**src/rtl/karatsuba_pkg.sv**
```systemverilog
// Shared types for the folded Karatsuba datapath: limb geometry and the operand/limb-sum
// bundle that leaves the pre-adder and enters the multiplier.
package karatsuba_pkg;

  localparam int DEFAULT_LIMB_W = 64;
  localparam int X_W            = 2 * DEFAULT_LIMB_W;
  localparam int Y_W            = 4 * DEFAULT_LIMB_W;
  localparam int SUM_W          = DEFAULT_LIMB_W + 1;

  // Limb indices; a limb occupies [idx*LIMB_W +: LIMB_W] of its operand.
  localparam int LIMB_X0 = 0;
  localparam int LIMB_X1 = 1;
  localparam int LIMB_Y0 = 0;
  localparam int LIMB_Y1 = 1;
  localparam int LIMB_Y2 = 2;
  localparam int LIMB_Y3 = 3;

  typedef struct packed {
    logic [X_W-1:0]   x;
    logic [Y_W-1:0]   y;
    logic [SUM_W-1:0] x1x0;
    logic [SUM_W-1:0] y1y0;
    logic [SUM_W-1:0] y2y0;
    logic [SUM_W-1:0] y2y1;
    logic [SUM_W-1:0] y3y0;
    logic [SUM_W-1:0] y3y1;
  } preadd_bundle_t;

endpackage

```
**src/rtl/karatsuba_preadd_if.sv**
```systemverilog
// Handshake bundle between operand source, pre-adder and multiplier.
// slave = the pre-adder side, master = the source/sink driving it.
interface karatsuba_preadd_if
  import karatsuba_pkg::*;
#(
  parameter int LIMB_W = DEFAULT_LIMB_W
);
  logic                in_valid;
  logic                in_ready;
  logic [2*LIMB_W-1:0] X_in;
  logic [4*LIMB_W-1:0] Y_in;
  logic                out_valid;
  logic                out_ready;
  logic [2*LIMB_W-1:0] X;
  logic [4*LIMB_W-1:0] Y;
  logic [LIMB_W:0]     X1X0;
  logic [LIMB_W:0]     Y1Y0;
  logic [LIMB_W:0]     Y2Y0;
  logic [LIMB_W:0]     Y2Y1;
  logic [LIMB_W:0]     Y3Y0;
  logic [LIMB_W:0]     Y3Y1;

  modport slave (
    input  in_valid, X_in, Y_in, out_ready,
    output in_ready, out_valid, X, Y, X1X0, Y1Y0, Y2Y0, Y2Y1, Y3Y0, Y3Y1
  );

  modport master (
    output in_valid, X_in, Y_in, out_ready,
    input  in_ready, out_valid, X, Y, X1X0, Y1Y0, Y2Y0, Y2Y1, Y3Y0, Y3Y1
  );
endinterface

```
**src/rtl/karatsuba_skid.sv**
```systemverilog
// Generic one-entry skid register: in_ready comes straight from a flop, and the one beat
// accepted while the consumer stalls is parked here and replayed first.
module karatsuba_skid #(
  parameter int W = 8
) (
  input  logic         clock,
  input  logic         reset,
  input  logic         in_valid,
  output logic         in_ready,
  input  logic [W-1:0] in_data,
  output logic         out_valid,
  input  logic         out_ready,
  output logic [W-1:0] out_data
);
  logic         full;
  logic [W-1:0] hold;
  logic         park;

  assign park = !full && in_valid && !out_ready;

  always_ff @(posedge clock or negedge reset) begin
    if (!reset) begin
      full <= 1'b0;
    end else if (full) begin
      if (out_ready) full <= 1'b0;
    end else if (park) begin
      full <= 1'b1;
    end
  end

  always_ff @(posedge clock) begin
    if (park) hold <= in_data;
  end

  // Gated with reset so the source sees not-ready while reset is held.
  assign in_ready  = !full && reset;
  assign out_valid = full || in_valid;
  assign out_data  = full ? hold : in_data;
endmodule

```
**src/rtl/karatsuba_preadd.sv**
```systemverilog
// Two-stage operand pre-adder feeding foldKaratsuba: registers X/Y, forms the six limb sums.
// Build option KARATSUBA_PREADD_SKID_EN puts a one-entry skid in front of S1 (registered in_ready).
module karatsuba_preadd
  import karatsuba_pkg::*;
#(
  parameter int LIMB_W = DEFAULT_LIMB_W
) (
  input  logic                clock,
  input  logic                reset,
  karatsuba_preadd_if.slave   bus
);
  localparam int XW = 2 * LIMB_W;
  localparam int YW = 4 * LIMB_W;

  logic          feed_valid;
  logic [XW-1:0] feed_x;
  logic [YW-1:0] feed_y;

  logic          s1_valid;
  logic          s1_take;
  logic          s1_advance;
  logic [XW-1:0] s1_x;
  logic [YW-1:0] s1_y;

  logic           s2_valid;
  logic           s2_take;
  preadd_bundle_t s2_d;
  preadd_bundle_t s2_q;

  assign s2_take    = !s2_valid || bus.out_ready;
  assign s1_advance = s1_valid && s2_take;
  assign s1_take    = !s1_valid || s1_advance;

`ifdef KARATSUBA_PREADD_SKID_EN
  logic [XW+YW-1:0] feed_data;

  karatsuba_skid #(.W(XW + YW)) u_skid (
    .clock     (clock),
    .reset     (reset),
    .in_valid  (bus.in_valid),
    .in_ready  (bus.in_ready),
    .in_data   ({bus.X_in, bus.Y_in}),
    .out_valid (feed_valid),
    .out_ready (s1_take),
    .out_data  (feed_data)
  );

  assign {feed_x, feed_y} = feed_data;
`else
  assign feed_valid   = bus.in_valid;
  assign feed_x       = bus.X_in;
  assign feed_y       = bus.Y_in;
  assign bus.in_ready = reset && s1_take;
`endif

  always_ff @(posedge clock or negedge reset) begin
    if (!reset) s1_valid <= 1'b0;
    else if (s1_take) s1_valid <= feed_valid;
  end

  always_ff @(posedge clock) begin
    if (s1_take && feed_valid) begin
      s1_x <= feed_x;
      s1_y <= feed_y;
    end
  end

  logic [LIMB_W-1:0] x0, x1, y0, y1, y2, y3;

  assign x0 = s1_x[LIMB_X0*LIMB_W +: LIMB_W];
  assign x1 = s1_x[LIMB_X1*LIMB_W +: LIMB_W];
  assign y0 = s1_y[LIMB_Y0*LIMB_W +: LIMB_W];
  assign y1 = s1_y[LIMB_Y1*LIMB_W +: LIMB_W];
  assign y2 = s1_y[LIMB_Y2*LIMB_W +: LIMB_W];
  assign y3 = s1_y[LIMB_Y3*LIMB_W +: LIMB_W];

  // Sums are one bit wider than a limb so the carry reaches the multiplier intact.
  always_comb begin
    s2_d      = '0;
    s2_d.x    = s1_x;
    s2_d.y    = s1_y;
    s2_d.x1x0 = {1'b0, x1} + {1'b0, x0};
    s2_d.y1y0 = {1'b0, y1} + {1'b0, y0};
    s2_d.y2y0 = {1'b0, y2} + {1'b0, y0};
    s2_d.y2y1 = {1'b0, y2} + {1'b0, y1};
    s2_d.y3y0 = {1'b0, y3} + {1'b0, y0};
    s2_d.y3y1 = {1'b0, y3} + {1'b0, y1};
  end

  always_ff @(posedge clock or negedge reset) begin
    if (!reset) s2_valid <= 1'b0;
    else if (s2_take) s2_valid <= s1_valid;
  end

  always_ff @(posedge clock) begin
    if (s1_advance) s2_q <= s2_d;
  end

  assign bus.out_valid = s2_valid;
  assign bus.X         = s2_q.x;
  assign bus.Y         = s2_q.y;
  assign bus.X1X0      = s2_q.x1x0;
  assign bus.Y1Y0      = s2_q.y1y0;
  assign bus.Y2Y0      = s2_q.y2y0;
  assign bus.Y2Y1      = s2_q.y2y1;
  assign bus.Y3Y0      = s2_q.y3y0;
  assign bus.Y3Y1      = s2_q.y3y1;
endmodule

```
**src/flat_wrapper.sv**
```systemverilog
// flat-port wrapper written by rule: the top's interface ports become plain ports
module karatsuba_preadd_flat import karatsuba_pkg::*;
#(
  parameter int LIMB_W = DEFAULT_LIMB_W
)
  (clock, reset, bus_in_valid, bus_X_in, bus_Y_in, bus_out_ready, bus_in_ready, bus_out_valid, bus_X, bus_Y, bus_X1X0, bus_Y1Y0, bus_Y2Y0, bus_Y2Y1, bus_Y3Y0, bus_Y3Y1);
  karatsuba_preadd_if #(.LIMB_W(LIMB_W)) bus_i ();
  input  logic clock;
  input  logic reset;
  input wire logic [$bits(bus_i.in_valid)-1:0] bus_in_valid;
  input wire logic [$bits(bus_i.X_in)-1:0] bus_X_in;
  input wire logic [$bits(bus_i.Y_in)-1:0] bus_Y_in;
  input wire logic [$bits(bus_i.out_ready)-1:0] bus_out_ready;
  output wire logic [$bits(bus_i.in_ready)-1:0] bus_in_ready;
  output wire logic [$bits(bus_i.out_valid)-1:0] bus_out_valid;
  output wire logic [$bits(bus_i.X)-1:0] bus_X;
  output wire logic [$bits(bus_i.Y)-1:0] bus_Y;
  output wire logic [$bits(bus_i.X1X0)-1:0] bus_X1X0;
  output wire logic [$bits(bus_i.Y1Y0)-1:0] bus_Y1Y0;
  output wire logic [$bits(bus_i.Y2Y0)-1:0] bus_Y2Y0;
  output wire logic [$bits(bus_i.Y2Y1)-1:0] bus_Y2Y1;
  output wire logic [$bits(bus_i.Y3Y0)-1:0] bus_Y3Y0;
  output wire logic [$bits(bus_i.Y3Y1)-1:0] bus_Y3Y1;
  assign bus_i.in_valid = bus_in_valid;
  assign bus_i.X_in = bus_X_in;
  assign bus_i.Y_in = bus_Y_in;
  assign bus_i.out_ready = bus_out_ready;
  assign bus_in_ready = bus_i.in_ready;
  assign bus_out_valid = bus_i.out_valid;
  assign bus_X = bus_i.X;
  assign bus_Y = bus_i.Y;
  assign bus_X1X0 = bus_i.X1X0;
  assign bus_Y1Y0 = bus_i.Y1Y0;
  assign bus_Y2Y0 = bus_i.Y2Y0;
  assign bus_Y2Y1 = bus_i.Y2Y1;
  assign bus_Y3Y0 = bus_i.Y3Y0;
  assign bus_Y3Y1 = bus_i.Y3Y1;
  karatsuba_preadd #(.LIMB_W(LIMB_W)) u_core (.clock(clock), .reset(reset), .bus(bus_i));
endmodule
```
**config.mk**
```make
export PLATFORM = sky130hd
export DESIGN_NAME = karatsuba_preadd_flat
export DESIGN_NICKNAME = d
export VERILOG_FILES = /design/src/rtl/karatsuba_pkg.sv /design/src/rtl/karatsuba_preadd_if.sv /design/src/rtl/karatsuba_skid.sv /design/src/rtl/karatsuba_preadd.sv /design/src/flat_wrapper.sv
export SDC_FILE = /design/constraint.sdc
export NUM_CORES = 2
export LEC_CHECK = 0
export CAP_MARGIN = 30
export CORE_AREA = 2 2 450 452
export DETAILED_ROUTE_END_ITERATION = 10
export DIE_AREA = 0 0 452 454
export PLACE_DENSITY = 0.56
export SETUP_SLACK_MARGIN = 0.15
export SYNTH_ARGS = -nofsm -noshare
export SYNTH_HDL_FRONTEND = slang
export SYNTH_SLANG_ARGS = --single-unit
```
**constraint.sdc**
```tcl
create_clock -name clock -period 19.6 [get_ports clock]
set_input_delay 5.88 -clock clock [delete_from_list [all_inputs] [get_ports clock]]
set_output_delay 5.88 -clock clock [all_outputs]
set_load 0.01 [all_outputs]
```
==> impl_metrics.yaml <==
worst_setup_path:
  cp_max_fo: 3
  start_kind: "input port"
  rr_worst_depth: 14
  path_class: "in2out"
  r2r-end: "u_core.bus.Y2Y0[62]"
  startpoint: "bus_out_ready"
  end_kind: "primary output"
  cp.arrival_ps: 7160
  crit_required_ps: 13720
  rrSetupSlack_ps: 13990
  worst_r2r_startpoint: "u_core.s1_y[0]"
timing:
  layout_setup_ws_ps: 6560
  period_share: 0.665
  relSlewSlack: 0.179
  hold_viol: 0
  setup_violations: 0
  maxSlewViolCount: 0
  rsz0062_at_grt: "no"
  clock_skew_ps: 62.4
  tns_ps: 0
  period_minus_slack_ps: 13040
  tightest_slew_ps: 1230
  fmax_mhz: 76.7
final_layout:
  final_common_cell: "clkdlybuf4s50_1"
  n_fill_cell: 19200
  drive_above_1_share: 0.0496
  syn_to_final_growth_pct: 34.7
  layout_common_cells: "clkdlybuf4s50_1, edfxtp_1, a21oi_1, ha_1, a21o_1"
  final_core_util: 0.375
  nNetsFinal: 6220
power_and_ir_drop:
  switchingPower_mw: 2.23
  p_int_mw: 5.26
  peakVddDrop_v: 0.0000803
  power_density_nw_per_um2: 99.5
  sw_frac_of_total: 0.298
  total_leakage_power_nw: 27.9
  combPwrFrac: 0.224
  power_frac_seq: 0.430
  power_frac_clock: 0.346
global_routing:
  grt_max_degree: 169
  grt_antenna_before_repair: 25
  grt_pass1_wl_microns: 299000
  grt_pass1_vias: 39600
  grt_overflow_total: 0
  grt_util_all_layers: 0.206
route:
  drt_iter0_markers: 3605
  dr_total_vias: 40800
  wl_microns: 221000
  ant_nets: 0
  wl_per_cell_microns: 26.8
  drt-vias-per-instance: 4.96
  drtPass1Iterations: 5
  drc: 0
floorplan:
  die_h_microns: 454
  die_w_microns: 452
  rows: 165
  io_pins: 1164
  start_util: 0.278
  core-area_sq_um: 201000
  die_area_sq_um: 205000
placed_design:
  pre_cts_slack_ps: 6560
  hpwl_microns: 178000
  routabilityCongestion: 0.928
  port_buffers: 1163
hold_path:
  hold_path_depth: 0
  hold_start: "u_core.s1_x[123]"
  holdPathEnd: "u_core.bus.X[123]"
  hold_class: "reg2reg"
synthesis:
  syn-num-nets: 5015
  ys_seq_area_frac: 0.623
  ys_ff_latch: 1160
  synthCells: 4237
  synth_warnings: 0
  synth_flop_cell: "edfxtp_1"
  async_flop_share: 0.00172
  ys_types: 86
  synth-edff-count: 1158
  postSynthAreaPerCell_sq_um: 13.2
  syn-cell-area_sq_um: 55900
clocking:
  post_cts_buffers: 0
  clkLatencyLatePin_ps: 810
  numCtsBuffers: 136
  cts_buffer_depth: 3
  cts_tree: "done"
  clkSinkCount: 1160
  cts.htree.levels: 4
  holdBufCountCts: 0
  cts-root-buf: "clkbuf_16"
  cts_resized: 0
  clk_pin_slew_ps: 60
run:
  drv_cap: 0
run_status:
  status: "finished, final reports clean"
-- final cells by class --
| type | count | area, sq um | area share |
|---|---|---|---|
| Clock inverter | 89 | 1080 | 0.0143 |
| Tap cell | 2672 | 3340 | 0.0444 |
| Inverter | 92 | 345 | 0.00459 |
| Timing Repair Buffer | 1189 | 11900 | 0.159 |
| Sequential cell | 1160 | 34800 | 0.462 |
| Antenna cell | 12 | 30.0 | 0.000399 |
| Multi-Input combinational cell | 2863 | 20300 | 0.269 |
| Clock buffer | 155 | 3470 | 0.0461 |
-- layer usage --
layer | part of all wire | wire, microns | vias to the layer above | GRT usage
met4 | 0.032 | 7030 | 12 | 0.0726
li1 | - | - | 18800 | -
met5 | 0.00036 | 80 | - | 0
met3 | 0.078 | 17100 | 284 | 0.0593
met1 | 0.38 | 83000 | 20200 | 0.232
met2 | 0.51 | 113000 | 1563 | 0.370
-- registers in the layout, summed over array words and instances (netlist names) --
name	count
u_core.bus.Y	256
u_core.bus.X1X0	65
u_core.bus.X	128
u_core.s1_y	256
u_core.bus.Y2Y1	65
u_core.bus.Y1Y0	65
u_core.s1_x	128
u_core.bus.Y3Y1	65
u_core.bus.Y2Y0	65
u_core.s1_valid	1
u_core.bus.Y3Y0	65
u_core.bus.out_valid	1
-- kinds of logic (layout without fill, tap and decap cells) --
group / Yosys count / in the layout / share of synthesized area
AO/OA/AOI/OAI: 1285 / 1285 / 0.147
XOR/XNOR: 363 / 363 / 0.0569
adder cells (fa/ha/maj): 390 / 390 / 0.0881
buffers and inverters: 214 / 1525 / 0.0145
flip-flops: 1160 / 1160 / 0.623
multiplexers: 1 / 1 / 0.000179
other: 0 / 12 / 0
AND/OR/NAND/NOR: 824 / 824 / 0.0705
-- synthesized netlist by cell type, drive strengths merged, types with 66 or more instances --
cell    instances  share of area
a21o          261          0.035
a21oi         454          0.041
clkbuf        116         0.0078
edfxtp       1158           0.62
ha            384          0.086
inv            92         0.0062
nand2         255          0.017
nand3          80         0.0072
nand4          90          0.010
nor2          190          0.013
o21ai         226          0.021
o21bai         66         0.0089
xnor2         232          0.036
xor2          131          0.021
-- how the worst max path moves through the flow --
stage,to,slack (ps),cells after the start
global route,bus_in_ready,6500,4
floorplan,u_core.bus.X1X0[0],3730,2
finish,bus_in_ready,6560,4
global placement,bus_in_ready,6470,4
CTS,bus_in_ready,6560,4
detailed placement,bus_in_ready,6560,4
-- power groups by stage --
stage	registers, mW	logic, mW	clock network [mW]
after floorplan	3.37	0.737	0
after global placement	3.27	1.68	0
after detailed placement	3.27	1.68	0
after CTS	3.23	1.69	2.65
after global routing	3.24	1.80	2.74
final	3.22	1.68	2.59
-- critical path: stages --
cell and delay (ps):
clkdlybuf4s50_1 460, nand3b_1 140, and2_1 150, clkdlybuf4s50_1 530
-- per-stage QoR --
stage / area (sq um) / power [mW] / hold WS, ps / cells
after floorplan: 55900 / 4.10 / 431 / 4237
after global placement: 70600 / 4.95 / 439 / 7970
after detailed placement: 70700 / 4.95 / 447 / 7974
after CTS: 75200 / 7.57 / 458 / 8218
after global routing: 75300 / 7.78 / 475 / 8229
final: 75300 / 7.49 / 459 / 8232
Note: power is estimated with default switching activity, not from simulation.
